File: src/rtl/player_motion_ctrl.sv
// Decodes PS/2 set-2 arrow/WASD scan codes into held-direction flags and steps
// player 0's sprite position once per frame, clamped to stay fully on screen.
module player_motion_ctrl #(
    parameter int unsigned H_RES  = 640,
    parameter int unsigned V_RES  = 480,
    parameter int unsigned SIZE   = 32,
    parameter int unsigned STEP   = 2,
    parameter int unsigned X_INIT = 304,
    parameter int unsigned Y_INIT = 224
) (
    input  logic        iVGA_CLK,
    input  logic        reset,
    input  logic [7:0]  ps2_key_data_in,
    input  logic        ps2_key_pressed,
    input  logic        iVS,
    output logic [31:0] player0_x,
    output logic [31:0] player0_y,
    output logic [1:0]  facing
);

    typedef enum logic [1:0] {
        IDLE,
        EXT,
        BRK,
        EXT_BRK
    } dec_state_e;

    localparam logic [10:0] STEP_W = 11'(STEP);
    localparam logic [10:0] X_MAX  = 11'(H_RES - SIZE);
    localparam logic [10:0] Y_MAX  = 11'(V_RES - SIZE);
    localparam logic [10:0] X_RST  = 11'(X_INIT);
    localparam logic [10:0] Y_RST  = 11'(Y_INIT);

    localparam logic [1:0] FACE_RIGHT = 2'd0;
    localparam logic [1:0] FACE_LEFT  = 2'd1;
    localparam logic [1:0] FACE_UP    = 2'd2;
    localparam logic [1:0] FACE_DOWN  = 2'd3;

    dec_state_e  state_q, state_d;
    logic [3:0]  keys_q, keys_d;     // {up, down, left, right}
    logic        vs_q, vs_d;
    logic [10:0] x_q, x_d;
    logic [10:0] y_q, y_d;
    logic [1:0]  facing_q, facing_d;

    logic [3:0]  plain_dir, ext_dir;
    logic [3:0]  set_mask, clr_mask;
    logic        tick;
    logic [10:0] x_sum, y_sum;
    logic        key_up, key_down, key_left, key_right;

    always_comb begin
        plain_dir = '0;
        case (ps2_key_data_in)
            8'h1D:   plain_dir = 4'b1000;
            8'h1B:   plain_dir = 4'b0100;
            8'h1C:   plain_dir = 4'b0010;
            8'h23:   plain_dir = 4'b0001;
            default: plain_dir = '0;
        endcase
    end

    always_comb begin
        ext_dir = '0;
        case (ps2_key_data_in)
            8'h75:   ext_dir = 4'b1000;
            8'h72:   ext_dir = 4'b0100;
            8'h6B:   ext_dir = 4'b0010;
            8'h74:   ext_dir = 4'b0001;
            default: ext_dir = '0;
        endcase
    end

    always_ff @(posedge iVGA_CLK) begin
        if (reset) begin
            state_q <= IDLE;
        end else begin
            state_q <= state_d;
        end
    end

    always_comb begin
        state_d = state_q;
        if (ps2_key_pressed) begin
            unique case (state_q)
                IDLE: begin
                    if (ps2_key_data_in == 8'hE0) begin
                        state_d = EXT;
                    end else if (ps2_key_data_in == 8'hF0) begin
                        state_d = BRK;
                    end else begin
                        state_d = IDLE;
                    end
                end
                EXT:     state_d = (ps2_key_data_in == 8'hF0) ? EXT_BRK : IDLE;
                BRK:     state_d = IDLE;
                EXT_BRK: state_d = IDLE;
            endcase
        end
    end

    always_comb begin
        set_mask = '0;
        clr_mask = '0;
        if (ps2_key_pressed) begin
            unique case (state_q)
                IDLE:    set_mask = plain_dir;
                EXT:     set_mask = ext_dir;
                BRK:     clr_mask = plain_dir;
                EXT_BRK: clr_mask = ext_dir;
            endcase
        end
    end

    assign keys_d    = (keys_q | set_mask) & ~clr_mask;
    assign vs_d      = iVS;
    assign tick      = vs_q & ~iVS;
    assign key_up    = keys_q[3];
    assign key_down  = keys_q[2];
    assign key_left  = keys_q[1];
    assign key_right = keys_q[0];
    assign x_sum     = x_q + STEP_W;
    assign y_sum     = y_q + STEP_W;

    // Vertical is evaluated last so it owns facing when both axes move.
    always_comb begin
        x_d      = x_q;
        y_d      = y_q;
        facing_d = facing_q;
        if (tick) begin
            if (key_left && !key_right) begin
                x_d      = (x_q < STEP_W) ? '0 : x_q - STEP_W;
                facing_d = FACE_LEFT;
            end else if (key_right && !key_left) begin
                x_d      = (x_sum > X_MAX) ? X_MAX : x_sum;
                facing_d = FACE_RIGHT;
            end
            if (key_up && !key_down) begin
                y_d      = (y_q < STEP_W) ? '0 : y_q - STEP_W;
                facing_d = FACE_UP;
            end else if (key_down && !key_up) begin
                y_d      = (y_sum > Y_MAX) ? Y_MAX : y_sum;
                facing_d = FACE_DOWN;
            end
        end
    end

    always_ff @(posedge iVGA_CLK) begin
        if (reset) begin
            keys_q   <= '0;
            vs_q     <= 1'b1;
            x_q      <= X_RST;
            y_q      <= Y_RST;
            facing_q <= FACE_RIGHT;
        end else begin
            keys_q   <= keys_d;
            vs_q     <= vs_d;
            x_q      <= x_d;
            y_q      <= y_d;
            facing_q <= facing_d;
        end
    end

    assign player0_x = {21'd0, x_q};
    assign player0_y = {21'd0, y_q};
    assign facing    = facing_q;

endmodule
File: config.mk
export PLATFORM = sky130hd
export DESIGN_NAME = player_motion_ctrl
export DESIGN_NICKNAME = d
export VERILOG_FILES = /design/src/rtl/player_motion_ctrl.sv
export SDC_FILE = /design/constraint.sdc
export NUM_CORES = 1
export LEC_CHECK = 0
export BUFFER_PORTS_ARGS = -buffer_cell sky130_fd_sc_hd__buf_2
export CORE_MARGIN = 8
export CORE_UTILIZATION = 53
export CTS_CLUSTER_SIZE = 30
export DETAILED_ROUTE_END_ITERATION = 8
export GPL_TIMING_DRIVEN = 0
export PLACE_DENSITY = 0.8
export RECOVER_POWER = 25
export REMOVE_ABC_BUFFERS = 1
export SYNTH_ARGS = -nofsm -noshare
export SYNTH_HDL_FRONTEND = slang
export SYNTH_SLANG_ARGS = --single-unit
File: constraint.sdc
create_clock -name iVGA_CLK -period 3.2 [get_ports iVGA_CLK]
set_clock_uncertainty 0.1 [all_clocks]
set_input_delay 0.64 -clock iVGA_CLK [delete_from_list [all_inputs] [get_ports iVGA_CLK]]
set_output_delay 0.64 -clock iVGA_CLK [all_outputs]
set_load 0.02 [all_outputs]
==> summary.md, run 1 <==
| Metric | Value |
|---|---|
| Power density relative to cell area | around 290 nW/µm² |
| Clock network power share | 38.5% |
| Number of H-tree branching levels | 2 |
| Mean instance size in the synthesized netlist | 7.25 µm² |
| Flip-flop and latch count after synthesis | 29 |
| Residual antenna-violating net count after detailed routing | 0 |
| Net switching power | 246 µW |
| Static leakage power | 0.996 nW |
| First-pass GRT wire length | 11800 µm |
| Met1 usage | 21.9% |
| Hold Path Class | reg -> reg |
| Number of buffers on the longest clock path | 2 |
| Sequential share of the synthesized area | roughly a fifth |
| Number of iterations in the first detailed-routing pass | 4 |
| Achievable Freq | ~0.35 GHz |
| HPWL after detailed placement | 5150 µm |
| Routability Congestion | 0.863 |
| CP Data Arrival Time | 2960 ps |
| Minimum setup slack in the final design | 317 ps |
| Asr flop ratio synth | 0% |
| Post-CTS setup-driven buffer insertion count | 0 |
| Overflow after GRT | 0 |
| Post-layout minimum cycle time | 2880 ps |
| Die width | 88.9 µm |
| Initial core utilization | 55.1% |
| PostCTS Resize Cnt | 0 |
| Worst-case headroom to the max-slew limit | 5.04% |
| Crit path kind | reg -> reg |
| Most common cell after layout, fill and taps aside | sky130_fd_sc_hd__conb_1 |
| Finished Core Util | 55.4% |
| Ratio of final minimum period to clock period | between 90% and 100% |
| Setup violation total in the final timing report | 0 |
| Post-place instance area | 2760 µm² |
| GRT busiest layer | met2 |
| Slew of the pin with the lowest slew margin | 1420 ps |
| Top_reg_cell synth | sky130_fd_sc_hd__dfxtp_1 |
| Run status | completed |
| Post-detailed-routing wire length | 7190 µm |
| Chip height | 88.9 µm |
| Number of global-route vias before repair | 2650 |
| Critical Path Sink Type | flip-flop |
| Total CTS buffers | 5 |
| Filler Cells Inserted | approximately 520 |
| Area leader, netlist | sky130_fd_sc_hd__dfxtp_1 |
| Count of port buffers added during placement | 33 |
| Final setup TNS | 0 ps |
| Number of distinct library cells after synthesis | 61 |
| Ratio of cells with drive above 1 in the final layout | 12.0% |
| Combinational cell fraction of total power | 14.3% |
| Clock tree from TritonCTS | built |
| Critical path, cell by cell | inv_1, ha_1, or3b_1, o41ai_2, o22ai_1, a221o_1 |
| Power Internal | 561 µW |
| Antenna Cells | 0 |
| Maximum number of pins on one net before global-route repair | 32 |
| Std-Cell Core Area | 5110 µm² |
| Met3 usage | 4.55% |
| Final routed DRC violation total | 0 |
| Pre-CTS setup slack | 313 ps |
| Final number of hold-violating endpoints | 0 |
| Total global routing track utilization | between 10% and 20% |
| Number of instances in the synthesized netlist | 388 |
| Count of pins over their slew limit | 0 |
| EDFF count, synth | 0 |
| Placed cell count | 463 |
| Cell with the largest stage delay on the worst path | sky130_fd_sc_hd__o41ai_2 |
| Unrepaired setup endpoints after global routing | no |
| Number of buffers inserted for hold repair after clock tree synthesis | 0 |
| Boundary Pins | 78 |
| Reg power frac | 47.2% |
| Number of nets in the layout | ~420 |
| Clock sink total | 29 |
| Worst Setup Start Kind | flip-flop |
| Wirelength per Cell | 15.3 µm |
| Number of non-filler instances in the completed layout | 470 |
| Die Outline Area | around 7900 µm² |
| Count of synthesis-stage warnings from yosys | 0 |
| Worst ir drop on vdd | around 200 µV |
| Antenna violations before repair | 0 |
| Cell area after technology mapping | 2810 µm² |
| Worst-skew pair later-pin latency | 280 ps |
| Switching power share of the total | 30.5% |
| Via count normalized by instance count | 5.94 |
| Clock tree root driver cell | sky130_fd_sc_hd__clkbuf_8 |
| Proportion of netlist area held by the largest area contributor | 20.6% |
| Top library cells by usage in the layout, fill and taps aside | sky130_fd_sc_hd__conb_1 (44), sky130_fd_sc_hd__nor2_1 (32), sky130_fd_sc_hd__nand2_1 (30), sky130_fd_sc_hd__dfxtp_1 (29), sky130_fd_sc_hd__buf_2 (25) |
| Initial DRC count | 233 |
| Vias after detailed routing | between 2k and 3k |
| Delay contributed by the slowest stage of the critical path | 910 ps |
| Top post-synthesis cells by area | sky130_fd_sc_hd__dfxtp_1 (21%), sky130_fd_sc_hd__buf_4 (13%), sky130_fd_sc_hd__nor2_1 (4.3%) |
| Finished Cell Area | 2830 µm² |
| Required arrival time at the worst endpoint | 3280 ps |
| Clock edge transition at the registers on the reported setup and hold paths | 70 ps |
| Met2 global-route usage | 31.5% |
| Std cell rows | 26 |
| Max-cap check violation count | 0 |
| Area Growth Syn to Fin | 0.623% |
| CP max FO | 11 |
worst max-delay path: cells and delay by family, from the launching register on:
family | cells | cell delay, ps
AO/OA/AOI/OAI | 3 | 1480
adder cells (fa/ha/maj) | 1 | 200
buffers and inverters | 1 | 130
flip-flops | 1 | 380
AND/OR/NAND/NOR | 1 | 480
power groups by stage:
stage	Combinational, mW	Clock [mW]	Sequential [mW]
2_1_floorplan	0.0788	0	0.390
3_3_place_gp	0.110	0	0.388
3_5_place_dp	0.112	0	0.389
4_1_cts	0.113	0.315	0.381
5_1_grt	0.125	0.338	0.383
6_report	0.116	0.311	0.382
flip-flops by register name, indices dropped and copies added (netlist names):
name     count
x_q         10
y_q         10
keys_q       4
facing       2
state_q      2
vs_q         1
cells by family after synthesis:
logic type,count (synthesis),share of synthesized area (%)
and+or+nand+nor,147,27.0
AOI/OAI and AO/OA,98,23.9
buffers and inverters,88,19.1
DFF,29,20.6
xor gates and xnor gates,9,2.80
muxes,9,3.38
adders and majority gates,7,3.11
other,1,0.133
worst paths after layout:
kind | cells past startpoint | slack (ps) | endpoint | start
min reg2reg | 2 | 360 | facing[1] | facing[1]
max | 6 | 320 | y_q[6] | y_q[1]
min | 2 | 360 | facing[1] | facing[1]
max reg2reg | 6 | 320 | y_q[6] | y_q[1]
synthesized netlist by cell type, types with 2 or more instances:
cell type and count:
sky130_fd_sc_hd__o21ai_0 22, sky130_fd_sc_hd__clkbuf_1 18, sky130_fd_sc_hd__a21o_1 2, sky130_fd_sc_hd__or2_2 6, sky130_fd_sc_hd__a21oi_1 23, sky130_fd_sc_hd__a22oi_1 2, sky130_fd_sc_hd__inv_1 17, sky130_fd_sc_hd__a31oi_1 10
sky130_fd_sc_hd__nor3_1 21, sky130_fd_sc_hd__xnor2_1 6, sky130_fd_sc_hd__nor3b_1 2, sky130_fd_sc_hd__a31o_2 2, sky130_fd_sc_hd__dfxtp_1 29, sky130_fd_sc_hd__nand4_1 6, sky130_fd_sc_hd__or3_1 6, sky130_fd_sc_hd__nand3_1 15
sky130_fd_sc_hd__nor4_1 12, sky130_fd_sc_hd__nand2_1 30, sky130_fd_sc_hd__mux2i_1 8, sky130_fd_sc_hd__ha_1 7, sky130_fd_sc_hd__a311oi_1 5, sky130_fd_sc_hd__buf_6 2, sky130_fd_sc_hd__a221oi_1 3, sky130_fd_sc_hd__nor2_1 32
sky130_fd_sc_hd__o22ai_1 6, sky130_fd_sc_hd__a211oi_1 3, sky130_fd_sc_hd__nand2b_1 6, sky130_fd_sc_hd__xor2_1 3, sky130_fd_sc_hd__and3_1 2, sky130_fd_sc_hd__o211ai_1 3, sky130_fd_sc_hd__or4_1 2, sky130_fd_sc_hd__buf_4 48
metrics by stage:
step / hold slack, ps / power [mW]
2_1_floorplan: 357 / 0.468
3_3_place_gp: 344 / 0.498
3_5_place_dp: 351 / 0.501
4_1_cts: 360 / 0.809
5_1_grt: 387 / 0.846
6_report: 359 / 0.808
layout make-up:
| cell class | instances | area, µm² | share of cell area (%) |
|---|---|---|---|
| Clock buffer | 7 | 86.3 | 3.05 |
| Sequential cell | 29 | 581 | 20.5 |
| Multi-Input combinational cell | 314 | 1860 | 65.6 |
| Inverter | 17 | 63.8 | 2.25 |
| Tap cell | 70 | 87.6 | 3.09 |
| Timing Repair Buffer | 33 | 155 | 5.48 |
per-layer routing:
layer / routed length [µm] / vias to the layer above
met5: 0 / -
met4: 84 / 0
met3: 646 / 12
met2: 3460 / 137
met1: 3000 / 1299
li1: - / 1345
No activity file was read; power rests on OpenSTA's default activity.
==> run 2: changes to the inputs <==
--- a/config.mk
+++ b/config.mk
@@ -6,7 +6,7 @@
 export NUM_CORES = 1
 export LEC_CHECK = 0
 export BUFFER_PORTS_ARGS = -buffer_cell sky130_fd_sc_hd__buf_2
-export CORE_MARGIN = 8
+export CORE_MARGIN = 3
 export CORE_UTILIZATION = 53
 export CTS_CLUSTER_SIZE = 30
 export DETAILED_ROUTE_END_ITERATION = 8
==> constraint.sdc (replaced) <==
create_clock -name iVGA_CLK -period 3.2 [get_ports iVGA_CLK]
set_clock_uncertainty 0.1 [all_clocks]
set_input_delay 0.16 -clock iVGA_CLK [delete_from_list [all_inputs] [get_ports iVGA_CLK]]
set_output_delay 0.16 -clock iVGA_CLK [all_outputs]
set_load 0.02 [all_outputs]
==> summary.md, run 2 (same netlist as run 1, synthesis figures left out) <==
| Metric | Value |
|---|---|
| Net switching power | 252 µW (+2.4%) |
| Met3 usage | 3.74% (-0.81 points) |
| Overflow after GRT | 0 (unchanged) |
| Post-CTS setup-driven buffer insertion count | 0 (unchanged) |
| CP Data Arrival Time | 2980 ps (+20 ps) |
| Combinational cell fraction of total power | 14.1% (-0.2 points) |
| Hold Path Class | in -> reg |
| Power density relative to cell area | 287 nW/µm² (+0.46%) |
| Static leakage power | 0.991 nW (-0.57%) |
| Unrepaired setup endpoints after global routing | no |
| Reg power frac | 46.9% (-0.3 points) |
| Cell with the largest stage delay on the worst path | sky130_fd_sc_hd__o41ai_2 |
| Required arrival time at the worst endpoint | 3270 ps (about the same) |
| Number of iterations in the first detailed-routing pass | 4 (unchanged) |
| Clock network power share | 39.0% (+0.5 points) |
| Initial core utilization | 57.3% (+2.2 points) |
| Setup violation total in the final timing report | 0 (unchanged) |
| Clock sink total | 29 (unchanged) |
| Run status | completed |
| Ratio of cells with drive above 1 in the final layout | 11.7% (-0.28 points) |
| HPWL after detailed placement | 4660 µm (-9.6%) |
| Vias after detailed routing | 2771 (-0.79%) |
| Met2 global-route usage | 35.1% (+3.5 points) |
| Worst Setup Start Kind | flip-flop |
| Die width | 78.9 µm (-11%) |
| Number of global-route vias before repair | 2384 (-10%) |
| Count of pins over their slew limit | 0 (unchanged) |
| GRT busiest layer | met2 |
| Gate family responsible for the most delay along the worst path | compound AO/OA/AOI/OAI gates |
| PostCTS Resize Cnt | 0 (unchanged) |
| Residual antenna-violating net count after detailed routing | 0 (unchanged) |
| Number of buffers on the longest clock path | 2 (unchanged) |
| Placed cell count | 460 (-0.65%) |
| Std-Cell Core Area | 4910 µm² (-3.8%) |
| CP max FO | 11 (unchanged) |
| Wirelength per Cell | 14.1 µm (-7.6%) |
| Via count normalized by instance count | 5.92 (-0.36%) |
| Number of H-tree branching levels | 2 (unchanged) |
| Total global routing track utilization | 21.1% (+2.7 points) |
| Boundary Pins | 78 (unchanged) |
| Count of port buffers added during placement | 33 (unchanged) |
| Switching power share of the total | 31.0% (+0.50 points) |
| Initial DRC count | 275 (+18%) |
| Maximum number of pins on one net before global-route repair | 32 (unchanged) |
| Crit path kind | reg -> reg |
| Post-detailed-routing wire length | 6620 µm (-8.0%) |
| Chip height | 78.9 µm (-11%) |
| Ratio of final minimum period to clock period | 91.0% (+0.86 points) |
| Std cell rows | 25 (-3.8%) |
| Die Outline Area | 6220 µm² (-21%) |
| Total power of the final layout | 813 µW (+0.72%) |
| Achievable Freq | 0.344 GHz (-0.94%) |
| Clock tree from TritonCTS | built |
| Top library cells by usage in the layout, fill and taps aside | sky130_fd_sc_hd__conb_1 (44), sky130_fd_sc_hd__nor2_1 (32), sky130_fd_sc_hd__nand2_1 (30), sky130_fd_sc_hd__dfxtp_1 (29) |
| Post-layout minimum cycle time | 2910 ps (+27.4 ps) |
| Max-cap check violation count | 0 (unchanged) |
| Delay contributed by the slowest stage of the critical path | 910 ps (about the same) |
| Antenna violations before repair | 0 (unchanged) |
| Final number of hold-violating endpoints | 0 (unchanged) |
| Area Growth Syn to Fin | 0.889% |
| Total CTS buffers | 5 (unchanged) |
| Worst-skew pair later-pin latency | 290 ps (about the same) |
| Number of non-filler instances in the completed layout | 468 (-0.43%) |
| Critical path, cell by cell | inv_1, ha_1, or3b_1, o41ai_2, o22ai_1, a221o_1 |
| Power Internal | 562 µW (about the same) |
| Crit path buffers/inverters | 1 (unchanged) |
| Antenna Cells | 0 (unchanged) |
| Slew of the pin with the lowest slew margin | 1010 ps (-417 ps) |
| Routability Congestion | 0.880 (+1.9%) |
| Worst ir drop on vdd | 219 µV (+6.8%) |
| Leading registers by flop count | x_q: 10 flops, y_q: 10 flops, keys_q: 4 flops |
| First-pass GRT wire length | 10900 µm (-7.9%) |
| Clock edge transition at the registers on the reported setup and hold paths | 70 ps (about the same) |
| Met1 usage | 27.2% (+5.4 points) |
| Final routed DRC violation total | 0 (unchanged) |
| Most common cell after layout, fill and taps aside | sky130_fd_sc_hd__conb_1 |
| Critical Path Sink Type | flip-flop |
| Number of nets in the layout | 420 (+0.24%) |
| Finished Core Util | 57.8% (+2.4 points) |
| Worst-case headroom to the max-slew limit | 32.1% (+27 points) |
| Clock tree root driver cell | sky130_fd_sc_hd__clkbuf_8 |
| Final setup TNS | 0 ps (unchanged) |
==> run 2: cell count changes in the layout (fill, tap and decap cells not counted) <==
cell and delta:
sky130_fd_sc_hd__dlygate4sd3_1 +1, sky130_fd_sc_hd__clkbuf_1 +1, sky130_fd_sc_hd__buf_2 -2, sky130_fd_sc_hd__clkinvlp_4 +1
==> run 2: final cells by class <==
| cell class | instances | area, µm² |
|---|---|---|
| tap | 67 | 83.8 |
| timing repair buffer | 34 | 163 |
| clock buffer | 6 | 82.6 |
| inverter | 17 | 63.8 |
| sequential | 29 | 581 |
| clock inverter | 1 | 7.51 |
| fill | 470 | 2070 |
| multi-input combinational | 314 | 1860 |
==> run 2: through the flow <==
step,hold slack [ps],cell area (µm²),setup WS [ps]
floorplan,125,2500,673
global placement,261,2750,349
detailed placement,262,2750,322
CTS,60.7,2850,290
global route,79.9,2840,34.6
finish,70.0,2840,289
==> run 2: repair_timing <==
action,4_1_cts,5_1_grt
hold buffers,1,0
endpoints found under the hold margin,1,0
endpoints found under the setup margin,0,0
==> run 2: path summary, 6_finish.rpt <==
path                    from    endpoint  slack, ps  cells after the start
min          ps2_key_pressed  state_q[0]         70                      2
max reg2reg           y_q[1]      y_q[6]        290                      6
min reg2reg        facing[1]   facing[1]        370                      2
max                   y_q[1]      y_q[6]        290                      6
==> run 2: power by group through the flow <==
stage	Clock, mW	Sequential [mW]	Combinational [mW]
floorplan	0	0.390	0.0788
global placement	0	0.388	0.109
detailed placement	0	0.388	0.112
CTS	0.324	0.380	0.113
global route	0.341	0.382	0.125
finish	0.317	0.381	0.115
==> run 2: worst register-to-register path, stage by stage, from the launching register on <==
cell and delay [ps]:
sky130_fd_sc_hd__dfxtp_1 380, sky130_fd_sc_hd__inv_1 120, sky130_fd_sc_hd__ha_1 200, sky130_fd_sc_hd__or3b_1 490, sky130_fd_sc_hd__o41ai_2 920, sky130_fd_sc_hd__o22ai_1 220, sky130_fd_sc_hd__a221o_1 370
==> run 2: metal layers <==
layer | vias up | share of wire, %
li1 | 1353 | -
met1 | 1266 | 42
met2 | 139 | 48
met3 | 13 | 8.7
met4 | 0 | 1.2
met5 | - | 0
==> run 3: changes to the inputs <==
--- a/config.mk
+++ b/config.mk
@@ -10,6 +10,7 @@
 export CORE_UTILIZATION = 53
 export CTS_CLUSTER_SIZE = 30
 export DETAILED_ROUTE_END_ITERATION = 8
+export GPL_ROUTABILITY_DRIVEN = 0
 export GPL_TIMING_DRIVEN = 0
 export PLACE_DENSITY = 0.8
 export RECOVER_POWER = 25
==> constraint.sdc (replaced) <==
create_clock -name iVGA_CLK -period 3.2 [get_ports iVGA_CLK]
set_clock_uncertainty 0.1 [all_clocks]
set_input_delay 0 -clock iVGA_CLK [delete_from_list [all_inputs] [get_ports iVGA_CLK]]
set_output_delay 0 -clock iVGA_CLK [all_outputs]
set_load 0.02 [all_outputs]
==> summary.md, run 3 (same netlist as run 1, synthesis figures left out) <==
| Metric | Value |
|---|---|
| Clock sink total | 29 (unchanged) |
| Delay contributed by the slowest stage of the critical path | 900 ps (about the same) |
| Boundary Pins | 78 (unchanged) |
| Slew of the pin with the lowest slew margin | 993 ps (-14.6 ps) |
| Crit path kind | reg -> reg |
| Initial core utilization | 57.3% (unchanged) |
| First-pass GRT wire length | 11000 µm (+0.50%) |
| HPWL after detailed placement | 4660 µm (unchanged) |
| Total CTS buffers | 5 (unchanged) |
| Worst ir drop on vdd | 221 µV (+1.0%) |
| Minimum setup slack in the final design | 297 ps (+7.89 ps) |
| Clock tree from TritonCTS | built |
| Std-Cell Core Area | 4910 µm² (unchanged) |
| Power density relative to cell area | 285 nW/µm² (-0.47%) |
| Count of port buffers added during placement | 33 (unchanged) |
| Ratio of final minimum period to clock period | 90.7% (-0.25 points) |
| Filler Cells Inserted | 466 (-0.85%) |
| Post-CTS setup-driven buffer insertion count | 0 (unchanged) |
| Post-layout minimum cycle time | 2900 ps (-7.89 ps) |
| Std cell rows | 25 (unchanged) |
| Post-detailed-routing wire length | 6730 µm (+1.7%) |
| Clock edge transition at the registers on the reported setup and hold paths | 70 ps (about the same) |
| Clock tree root driver cell | sky130_fd_sc_hd__clkbuf_8 |
| Chip height | 78.9 µm (unchanged) |
| Critical Path Sink Type | flip-flop |
| Hold Path Class | in -> reg |
| Number of buffers inserted for hold repair after clock tree synthesis | 4 (+3) |
| Via count normalized by instance count | 6.04 (+2.0%) |
| Number of buffers on the longest clock path | 2 (unchanged) |
| Worst-skew pair later-pin latency | 280 ps (about the same) |
| Max-cap check violation count | 0 (unchanged) |
| Antenna Cells | 0 (unchanged) |
| Vias after detailed routing | 2845 (+2.7%) |
| Unrepaired setup endpoints after global routing | no |
| CP Data Arrival Time | 2980 ps (about the same) |
| Initial DRC count | 231 (-16%) |
| Number of global-route vias before repair | 2402 (+0.76%) |
| Static leakage power | 1.01 nW (+1.7%) |
| Top library cells by usage in the layout, fill and taps aside | sky130_fd_sc_hd__conb_1 (44), sky130_fd_sc_hd__nor2_1 (32), sky130_fd_sc_hd__nand2_1 (30), sky130_fd_sc_hd__dfxtp_1 (29) |
| Setup violation total in the final timing report | 0 (unchanged) |
| Achievable Freq | 0.344 GHz (+0.27%) |
| Overflow after GRT | 0 (unchanged) |
| Required arrival time at the worst endpoint | 3280 ps (about the same) |
| Wirelength per Cell | 14.3 µm (+1.0%) |
| Most common cell after layout, fill and taps aside | sky130_fd_sc_hd__conb_1 |
| Cell with the largest stage delay on the worst path | sky130_fd_sc_hd__o41ai_2 |
| Antenna violations before repair | 0 (unchanged) |
| Die Outline Area | 6220 µm² (unchanged) |
| Worst-case headroom to the max-slew limit | 33.1% (+0.99 points) |
| Critical path, cell by cell | inv_1, ha_1, or3b_1, o41ai_2, o22ai_1, a221o_1 |
| Final routed DRC violation total | 0 (unchanged) |
| Run status | completed |
| Final number of hold-violating endpoints | 0 (unchanged) |
| Leading registers by flop count | x_q: 10 flops, y_q: 10 flops, keys_q: 4 flops |
| Number of H-tree branching levels | 2 (unchanged) |
| Worst Setup Start Kind | flip-flop |
| CP max FO | 11 (unchanged) |
| Area Growth Syn to Fin | 1.96% |
| Residual antenna-violating net count after detailed routing | 0 (unchanged) |
| Ratio of cells with drive above 1 in the final layout | 11.6% (-0.087 points) |
| Count of pins over their slew limit | 0 (unchanged) |
| Pre-CTS setup slack | 322 ps (unchanged) |
| Maximum number of pins on one net before global-route repair | 32 (unchanged) |
| Number of nets in the layout | 423 (+0.71%) |
| PostCTS Resize Cnt | 0 (unchanged) |
| Total global routing track utilization | 21.2% (+0.096 points) |
| Final setup TNS | 0 ps (unchanged) |
| Die width | 78.9 µm (unchanged) |
| Number of iterations in the first detailed-routing pass | 5 (+1) |
run 3: cell type report:
type	count	area, µm²	area share (%)
multi-input cells	314	1860	64.8
flip-flops and latches	29	581	20.2
repair buffers	37	193	6.72
well taps	67	83.8	2.92
clock buffers	6	82.6	2.88
inverters	17	63.8	2.22
clock inverters	1	7.51	0.262
run 3: per-stage QoR:
step | hold slack [ps] | power [mW] | util [%] | cells | cell area (µm²)
floorplan | -35.4 | 0.468 | - | 360 | 2500
global placement | 101 | 0.498 | 56.0 | 460 | 2750
detailed placement | 102 | 0.500 | 56.0 | 460 | 2750
CTS | 15.4 | 0.820 | 58.7 | 471 | 2880
global route | 58.0 | 0.851 | 58.4 | 471 | 2870
finish | 25.4 | 0.818 | 58.4 | 471 | 2870
run 3: layer usage:
| metal | part of all wire, % | track usage [%] | vias to the layer above | routed length [µm] |
|---|---|---|---|---|
| met2 | 47 | 35.4 | 162 | 3140 |
| met1 | 43 | 27.2 | 1306 | 2910 |
| met5 | 0 | 0 | - | 0 |
| met3 | 8.7 | 3.74 | 17 | 586 |
| li1 | - | - | 1360 | - |
| met4 | 1.3 | 7.73 | 0 | 89 |
run 3: final timing paths:
check	startpoint	endpoint	slack (ps)	cells past startpoint
max	y_q[1]	y_q[6]	300	6
min	ps2_key_data_in[1]	keys_q[3]	30	4
max reg2reg	y_q[1]	y_q[6]	300	6
min reg2reg	facing[1]	facing[1]	370	2
run 3: worst max-delay path: cells and delay by family (launching register included):
kind | cells | cell delay (ps)
AOI/OAI and AO/OA | 3 | 1490
adders and majority gates | 1 | 200
buffers and inverters | 1 | 120
DFF | 1 | 390
and+or+nand+nor | 1 | 490
run 3: power by group:
group          leakage [nW]  internal [mW]  switching [mW]
Clock                0.0433          0.170           0.150
Combinational         0.730         0.0281          0.0892
Sequential            0.234          0.365          0.0157
